--- src/rtl/joy_shift_sequencer.sv ---
// Serial joystick reader: load-strobes a 24-bit shift-register chain, clocks it out
// on a slot grid derived from clk, and commits both players atomically per frame.
module joy_shift_sequencer #(
    parameter int CLK_DIV = 32,
    parameter bit FILTER  = 1'b1
) (
    input  logic        clk,
    input  logic        reset_n,
    input  logic        enable,
    input  logic        JOY_DATA,
    output logic        JOY_CLK,
    output logic        JOY_LOAD,
    output logic [11:0] joystick1,
    output logic [11:0] joystick2,
    output logic        frame_valid,
    output logic        busy
);
    localparam int            CW   = $clog2(CLK_DIV);
    localparam logic [CW-1:0] LAST = CW'(CLK_DIV - 1);
    localparam logic [CW-1:0] HALF = CW'(CLK_DIV / 2);

    typedef enum logic [2:0] {S_IDLE, S_LOAD, S_SETTLE, S_SHIFT, S_COMMIT} state_t;

    state_t        state_q, state_d;
    logic [CW-1:0] cnt_q, cnt_d;
    logic [4:0]    k_q, k_d;
    logic [23:0]   sh_q, sh_d, prev_q, prev_d;
    logic [11:0]   j1_q, j1_d, j2_q, j2_d;
    logic          fv_q, fv_d;
    logic          slot_end;

    // lo = the eight k-ordered bits 8,6,5..0; hi = the four k-ordered bits 10,11,9,7
    function automatic logic [11:0] unpack_frame(input logic [7:0] lo, input logic [3:0] hi);
        return {hi[1], hi[0], hi[2], lo[0], hi[3], lo[1],
                lo[2], lo[3], lo[4], lo[5], lo[6], lo[7]};
    endfunction

    assign slot_end = (cnt_q == LAST);

    always_comb begin
        state_d = state_q;
        cnt_d   = slot_end ? '0 : cnt_q + CW'(1);
        k_d     = k_q;
        sh_d    = sh_q;
        prev_d  = prev_q;
        j1_d    = j1_q;
        j2_d    = j2_q;
        fv_d    = 1'b0;
        case (state_q)
            S_IDLE:   if (enable && slot_end) state_d = S_LOAD;
            S_LOAD:   if (slot_end) state_d = S_SETTLE;
            S_SETTLE: if (slot_end) begin
                state_d = S_SHIFT;
                k_d     = '0;
            end
            S_SHIFT: begin
                if (cnt_q == HALF) sh_d[k_q] = JOY_DATA;
                if (slot_end) begin
                    if (k_q == 5'd23) state_d = S_COMMIT;
                    else              k_d     = k_q + 5'd1;
                end
            end
            S_COMMIT: begin
                // Counter holds here so the next LOAD starts on a clean slot boundary.
                cnt_d  = cnt_q;
                prev_d = sh_q;
                if (!FILTER || sh_q == prev_q) begin
                    j1_d = unpack_frame(sh_q[7:0],  sh_q[23:20]);
                    j2_d = unpack_frame(sh_q[15:8], sh_q[19:16]);
                    fv_d = 1'b1;
                end
                state_d = enable ? S_LOAD : S_IDLE;
            end
            default:  state_d = S_IDLE;
        endcase
    end

    always_ff @(posedge clk) begin
        if (!reset_n) begin
            state_q <= S_IDLE;
            cnt_q   <= '0;
            k_q     <= '0;
            sh_q    <= '1;
            prev_q  <= '1;
            j1_q    <= '1;
            j2_q    <= '1;
            fv_q    <= 1'b0;
        end else begin
            state_q <= state_d;
            cnt_q   <= cnt_d;
            k_q     <= k_d;
            sh_q    <= sh_d;
            prev_q  <= prev_d;
            j1_q    <= j1_d;
            j2_q    <= j2_d;
            fv_q    <= fv_d;
        end
    end

    assign JOY_LOAD    = (state_q != S_LOAD);
    assign JOY_CLK     = (state_q == S_SETTLE || state_q == S_SHIFT) && (cnt_q >= HALF);
    assign busy        = (state_q != S_IDLE);
    assign joystick1   = j1_q;
    assign joystick2   = j2_q;
    assign frame_valid = fv_q;
endmodule

--- config.mk ---
export PLATFORM = sky130hd
export DESIGN_NAME = joy_shift_sequencer
export DESIGN_NICKNAME = d
export VERILOG_FILES = /design/src/rtl/joy_shift_sequencer.sv
export SDC_FILE = /design/constraint.sdc
export NUM_CORES = 1
export LEC_CHECK = 0
export ABC_AREA = 1
export BUFFER_PORTS_ARGS = -buffer_cell sky130_fd_sc_hd__buf_2
export CAP_MARGIN = 20
export CORE_MARGIN = 2
export CORE_UTILIZATION = 64
export CTS_CLUSTER_DIAMETER = 100
export DETAILED_ROUTE_END_ITERATION = 8
export GPL_TIMING_DRIVEN = 0
export HOLD_SLACK_MARGIN = 0.15
export PLACE_DENSITY_LB_ADDON = 0.08
export SYNTH_ARGS = -nofsm -noshare
export SYNTH_HDL_FRONTEND = slang
export SYNTH_SLANG_ARGS = --single-unit
--- constraint.sdc ---
create_clock -name clk -period 2.4 [get_ports clk]
set_clock_uncertainty 0.05 [all_clocks]
set_input_delay 0.48 -clock clk [delete_from_list [all_inputs] [get_ports clk]]
set_output_delay 0.48 -clock clk [all_outputs]
set_load 0.03 [all_outputs]
==> reports/qor.csv, run 1 <==
stage,metric,value,unit
status,status,completed,
yosys,synth_top_area_share,41.5,%
timing,setup_viol,0,
clocking,clk_pin_slew_worst_paths,0.09,ns
final_layout,area_growth,10.8,%
clocking,clk-insertion-delay-late,0.36,ns
floorplan,die-area,7150,µm²
final_layout,layout_common_cells,"nand2_1, nand3_1, dfxtp_1, inv_1, o21ai_0",
timing,period_needed,1.95,ns
critical_path,path_cells,ha_1 > nand2_1 > nor2_1 > ha_1 > inv_1 > nor3_1 > nand2_1 > nand2_2 > inv_2 > a21oi_1 > nor2_1,
power,pwr_density_cell,583,nW/µm²
final_layout,multi_input_area,2020,µm²
clocking,ctsHoldBuffers,0,
critical_path,critPathArrivalTime,2.16,ns
placed_design,io_buffers,30,
critical_path,critPathCaptureType,flip-flop,
final_layout,drive_gt1_share,12.1,%
final_layout,layout_commonest_cell,nand2_1,
floorplan,core,6310,µm²
run,cap_violations,0,
critical_path,cp_max_fo,8,
yosys,synth_top_cell_by_area,dfxtp_1,
yosys,syn_nets,602,
yosys,ys.warnings.count,0,
yosys,postSynthCellCount,590,
global_route,grt_usage,30.4,%
route,ant_nets,0,
clocking,cts.sinks,86,
yosys,synth_area_leaders,"dfxtp_1, nand3_1, nand2_1",
yosys,synth-simple-area-share,34.4,%
timing,relSlewSlack,61.3,%
yosys,syn_area,4150,µm²
yosys,synthAdderAreaFrac,2.41,%
yosys,synth-seq-area-share,41.5,%
floorplan,fp.dieW,84.6,µm
route,via_count,3990,
clocking,clk_path_buf_depth,2,
yosys,ys_types,25,
yosys,muxShareOfSynthArea,0,%
critical_path,cp-start-kind,flip-flop,
clocking,tritoncts,yes,
timing,period_share,81.4,%
placed_design,place_congestion,0.981,
floorplan,num_rows,29,
timing,rsz0062_at_grt,no,
yosys,ys_ff_latch,86,
hold_path,worstHoldPathType,in -> reg,
yosys,synth_xor_area_share,2.74,%
timing,fmax,0.512,GHz
global_route,grt_max_degree,17,
route,drc_errors,0,
timing,finalSetupTns,0,ns
floorplan,io_pins,32,
critical_path,critPathSlowestCell,dfxtp_1,
final_layout,regArea,1720,µm²
global_route,grt_pass1_vias,3616,
route,routed_via_density,5.60,
critical_path,crit_type,reg -> reg,
timing,finalHoldViolations,0,
final_layout,final_cells,713,
placed_design,hpwlAfterDp,7.84,mm
floorplan,dieHeight,84.6,µm
route,dr.first_iter.drc_count,361,
clocking,htree_levels,3,
clocking,cts_root_buf,clkbuf_8,
final_layout,fillers,550,
floorplan,initial_utilization,65.8,%
route,wire_per_inst,14.7,µm
timing,timing.hold.ws,0.396,ns
global_route,antenna_found_initial,0,
critical_path,required,2.61,ns
final_layout,antennaDiodeCount,0,
power,ir_drop,0.450,mV
power,p_leak,0.00226,µW
clocking,cts_resized,0,
route,drtPass1Iterations,5,
timing,tightest_slew,0.576,ns
clocking,cts_made_buffers,9,
global_route,overflow,0,
yosys,syn_area_per_cell,7.04,µm²
clocking,cts_setup_buffers,0,
critical_path,max_stage_delay,0.34,ns
route,routed_wl,10.5,mm
timing,maxSlewViolCount,0,
final_layout,nets,643,
placed_design,dp.cells,697,
yosys,synth_compound_area_share,9.10,%
yosys,synth_top_family_by_area,simple AND/OR/NAND/NOR gates,
global_route,grt_first_pass_wirelength,17.3,mm
==> logic make-up after synthesis <==
logic type,count (synthesis)
XOR/XNOR,13
AND/OR/NAND/NOR,313
adder cells (fa/ha/maj),8
buffers and inverters,96
AO/OA/AOI/OAI,74
flip-flops,86
==> metrics by stage <==
| step | total power (µW) | util, % | setup slack (ns) | cell area [µm²] |
|---|---|---|---|---|
| final | 2680 | 72.9 | 0.448 | 4600 |
| after global routing | 2760 | 72.9 | 0.182 | 4600 |
| after CTS | 2680 | 72.9 | 0.480 | 4600 |
| after floorplan | 1610 | - | 0.769 | 4150 |
| after detailed placement | 1650 | 69.7 | 0.499 | 4400 |
| after global placement | 1640 | 69.7 | 0.559 | 4400 |
==> critical path, delay by kind of cell, from the launching register on <==
kind                     cells  cell delay (ns)
adder cells (fa/ha/maj)      2             0.35
AO/OA/AOI/OAI                1             0.12
AND/OR/NAND/NOR              6             0.87
buffers and inverters        2             0.13
flip-flops                   1             0.34
==> cell usage after synthesis, drive strengths merged <==
cell type / instances
nand4: 18
buf: 14
dfxtp: 86
xor2: 7
a21oi: 27
inv: 69
nor3: 20
nand2: 136
xnor2: 6
ha: 8
nor2: 35
nand3: 104
clkbuf: 13
o21ai: 44
a211oi: 3
==> layout make-up <==
cell class / count / area share [%]
buffer: 27 / 3.29
clock buffer: 9 / 2.69
clock inverter: 7 / 1.74
inverter: 69 / 5.63
multi-input combinational: 408 / 43.9
sequential: 86 / 37.4
tap: 77 / 2.09
timing repair buffer: 30 / 3.26
==> where the power goes <==
group | internal [µW] | switching (µW)
Combinational | 44.6 | 128
Clock | 496 | 566
Sequential | 1440 | 9.27
==> path summary, 6_finish.rpt <==
path,startpoint,to,slack (ns),cells past startpoint
max,cnt_q[0],k_q[1],0.45,11
min reg2reg,joystick1[3],joystick1[3],0.41,2
max reg2reg,cnt_q[0],k_q[1],0.45,11
min,JOY_DATA,sh_q[4],0.40,3
==> flip-flops by register name (all words and copies together) (netlist names) <==
name and flops:
frame_valid 1, sh_q 24, joystick1 12, state_q 3, joystick2 12, k_q 5, prev_q 24, cnt_q 5
==> routing by layer <==
layer	global-route usage (%)	wire, µm	vias up
met1	40.6	4640	1793
met4	16.2	462	0
li1	-	-	2019
met3	4.82	617	40
met2	47.6	4760	138
met5	0	0	-
(Power assumes the default switching activity.)
==> inputs of run 2 (changes only) <==
--- a/config.mk
+++ b/config.mk
@@ -5,11 +5,11 @@
 export SDC_FILE = /design/constraint.sdc
 export NUM_CORES = 1
 export LEC_CHECK = 0
-export ABC_AREA = 1
+export ABC_AREA = 0
 export BUFFER_PORTS_ARGS = -buffer_cell sky130_fd_sc_hd__buf_2
 export CAP_MARGIN = 20
 export CORE_MARGIN = 2
-export CORE_UTILIZATION = 64
+export CORE_UTILIZATION = 53
 export CTS_CLUSTER_DIAMETER = 100
 export DETAILED_ROUTE_END_ITERATION = 8
 export GPL_TIMING_DRIVEN = 0
==> constraint.sdc (replaced) <==
create_clock -name clk -period 1.6 [get_ports clk]
set_clock_uncertainty 0.05 [all_clocks]
set_input_delay 0.32 -clock clk [delete_from_list [all_inputs] [get_ports clk]]
set_output_delay 0.32 -clock clk [all_outputs]
set_load 0.03 [all_outputs]
==> run 2 against run 1 <==
Net effect:
- the run now ends with negative setup slack left
- flip-flop and latch count is the same
- synthesized area shrank 7.0%
- die area grew 12%
- core utilization grew 5.7 points
- largest cell class unchanged
==> reports/qor.csv, run 2 <==
stage,metric,value,unit,change
global_route,overflow,0,,unchanged
global_route,grt_max_degree,15,,was 17
final_layout,reg_top3,"prev_q: 24 flops, sh_q: 24 flops",,unchanged
yosys,syn_area,3860,µm²,was 4150 µm²
global_route,antenna_found_initial,0,,unchanged
timing,maxSlewViolCount,0,,unchanged
timing,fin_ws,-0.328,ns,was 0.448 ns
timing,relSlewSlack,43.5,%,was 61.3%
clocking,clk-insertion-delay-late,0.36,ns,about the same
power,pwr_density_cell,745,nW/µm²,was 583 nW/µm²
yosys,synth_top_area_share,44.6,%,was 41.5%
placed_design,place_ws,-0.494,ns,was 0.499 ns
route,routed_via_density,5.68,,was 5.60
critical_path,r2r_setup_slack,-0.33,ns,was 0.45 ns
hold_path,worstHoldPathType,in -> reg,,unchanged
floorplan,fp.dieW,89.4,µm,was 84.6 µm
yosys,yosysMostFrequentCell,nand2_1,,unchanged
route,ant_nets,0,,unchanged
timing,timing.hold.ws,0.314,ns,was 0.396 ns
status,status,"finished, violations left",,was completed
critical_path,cpLargestDelayFamily,simple AND/OR/NAND/NOR gates,,unchanged
clocking,clk_path_buf_depth,2,,unchanged
clocking,clk_pin_slew_worst_paths,0.09,ns,about the same
clocking,tritoncts,yes,,unchanged
critical_path,critPathArrivalTime,2.09,ns,was 2.16 ns
route,via_count,3735,,was 3990
global_route,grt_first_pass_wirelength,16.8,mm,was 17.3 mm
clocking,cts_root_buf,clkbuf_8,,unchanged
run,cap_violations,0,,unchanged
yosys,synthFlopType,dfxtp_1,,unchanged
yosys,syn_area_per_cell,8.29,µm²,was 7.04 µm²
floorplan,num_rows,31,,was 29
final_layout,area_growth,45.3,%,was 10.8%
final_layout,final_core_utilization,78.6,%,was 72.9%
floorplan,initial_utilization,54.1,%,was 65.8%
floorplan,io_pins,32,,unchanged
route,drc_errors,0,,unchanged
route,drtPass1Iterations,5,,unchanged
route,dr.first_iter.drc_count,277,,was 361
placed_design,place_congestion,0.797,,was 0.981
critical_path,cp_num_buf_inv,3,,was 2
power,ir_drop,0.481,mV,was 0.450 mV
critical_path,critPathSlowestCell,dfxtp_4,,was dfxtp_1
final_layout,layout_commonest_cell,dfxtp_1,,was nand2_1
yosys,ys.warnings.count,0,,unchanged
floorplan,die-area,7990,µm²,was 7150 µm²
critical_path,required,1.76,ns,was 2.61 ns
final_layout,layout_common_cells,"dfxtp_1, nand2_1, nand3_1, buf_2, buf_4",,"was nand2_1, nand3_1, dfxtp_1, inv_1, o21ai_0"
yosys,ys_ff_latch,86,,unchanged
final_layout,antennaDiodeCount,0,,unchanged
final_layout,nets,565,,was 643
critical_path,critPathCaptureType,flip-flop,,unchanged
placed_design,dpl-instance-area,4240,µm²,was 4400 µm²
global_route,grt_pass1_vias,3337,,was 3616
yosys,syn_nets,478,,was 602
yosys,postSynth.asyncResetShare,0,%,unchanged
critical_path,path_cells,xor2_2 > nor4_2 > buf_4 > buf_12 > nand4_4 > buf_8 > o21ai_4 > nand3_1,,was ha_1 > nand2_1 > nor2_1 > ha_1 > inv_1 > nor3_1 > nand2_1 > nand2_2 > inv_2 > a21oi_1 > nor2_1
power,total_power,4180,µW,was 2680 µW
critical_path,cp-start-kind,flip-flop,,unchanged
yosys,synth-seq-area-share,44.6,%,was 41.5%
clocking,cts.sinks,86,,unchanged
floorplan,core,7140,µm²,was 6310 µm²
yosys,yosys-top-cells-count,"nand2_1, dfxtp_1, nand3_1, o21ai_0, xor2_1",,"was nand2_1, nand3_1, dfxtp_1, inv_1, o21ai_0"
yosys,synth_top_cell_by_area,dfxtp_1,,unchanged
placed_design,io_buffers,31,,was 30
timing,period_share,120,%,was 81.4%
critical_path,crit_type,reg -> reg,,unchanged
floorplan,dieHeight,89.4,µm,was 84.6 µm
final_layout,drive_gt1_share,41.2,%,was 12.1%
clocking,htree_levels,3,,unchanged
global_route,grt_usage,27.8,%,was 30.4%
timing,fmax,0.519,GHz,was 0.512 GHz
status,violations,negative setup slack,,
power,p_leak,0.00241,µW,was 0.00226 µW
timing,setup_viol,60,,was 0
critical_path,cp_max_fo,5,,was 8
timing,finalHoldViolations,0,,unchanged
final_layout,fin_area,5610,µm²,was 4600 µm²
route,wire_per_inst,17.2,µm,was 14.7 µm
timing,tightest_slew,0.843,ns,was 0.576 ns
yosys,postSynthCellCount,466,,was 590
timing,period_needed,1.93,ns,was 1.95 ns
yosys,synth_area_leaders,"dfxtp_1, nand2_1, nand3_1",,"was dfxtp_1, nand3_1, nand2_1"
clocking,cts_made_buffers,9,,unchanged
clocking,ctsHoldBuffers,0,,unchanged
timing,rsz0062_at_grt,yes,,was no
route,routed_wl,11.3,mm,was 10.5 mm
yosys,ys_types,45,,was 25
yosys,synth_edf_count,0,,unchanged
placed_design,hpwlAfterDp,6.37,mm,was 7.84 mm
critical_path,max_stage_delay,0.38,ns,was 0.34 ns
-- run 2: cell types whose count changed after synthesis, moves of 15 or more --
cell     delta
mux2i_1    +19
xor2_1     +19
nor2_1     -15
nand2_1    -34
inv_1      -54
nand3_1    -51
-- run 2: what timing repair did --
item	4_1_cts	5_1_grt
gates cloned	6	1
pin swaps	44	31
resized for setup	118	85
setup buffers	32	12
setup endpoints to repair	87	88
-- run 2: report_power, final --
| part | internal, µW | switching, µW |
|---|---|---|
| Clock | 1080 | 825 |
| Sequential | 2140 | 8.72 |
| Combinational | 45.1 | 77.1 |
-- run 2: worst register-to-register path, delay by kind of cell (launching register included) --
kind	cells	cell delay, ns
flip-flops	1	0.38
XOR/XNOR	1	0.20
AO/OA/AOI/OAI	1	0.12
buffers and inverters	3	0.48
AND/OR/NAND/NOR	3	0.55
-- run 2: cell type report --
type	instances	area (µm²)
Buffer	32	256
Clock buffer	11	141
Clock inverter	5	106
Fill cell	481	1520
Inverter	9	38.8
Multi-Input combinational cell	337	2540
Sequential cell	86	1750
Tap cell	99	124
Timing Repair Buffer	78	659
-- run 2: routing by layer --
| metal | track usage, % | routed length (µm) | up-vias |
|---|---|---|---|
| li1 | - | - | 1780 |
| met1 | 36.8 | 4870 | 1814 |
| met2 | 45.5 | 5650 | 119 |
| met3 | 4.16 | 470 | 22 |
| met4 | 11.4 | 342 | 0 |
| met5 | 0 | 0 | - |
-- run 2: stage by stage --
step,cells,TNS (ns)
CTS,648,-7.69
floorplan,466,-1.74
detailed placement,596,-17.22
global placement,596,-16.61
finish,657,-11.06
global route,657,-15.77
-- run 2: logic make-up after synthesis --
logic type,count (synthesis),share of synthesized area [%]
flops,86,44.6
mux,19,4.92
compound gates,54,7.45
xor+xnor,27,6.12
simple gates,228,28.8
fa+ha+maj,8,2.59
buf+inv,44,5.57
-- run 2: path summary, 6_finish.rpt --
check | to | startpoint | cells past startpoint
worst min register to register | joystick1[5] | joystick1[5] | 2
worst max-delay path | joystick1[7] | sh_q[13] | 8
worst max register to register | joystick1[7] | sh_q[13] | 8
worst min-delay path | sh_q[3] | JOY_DATA | 3
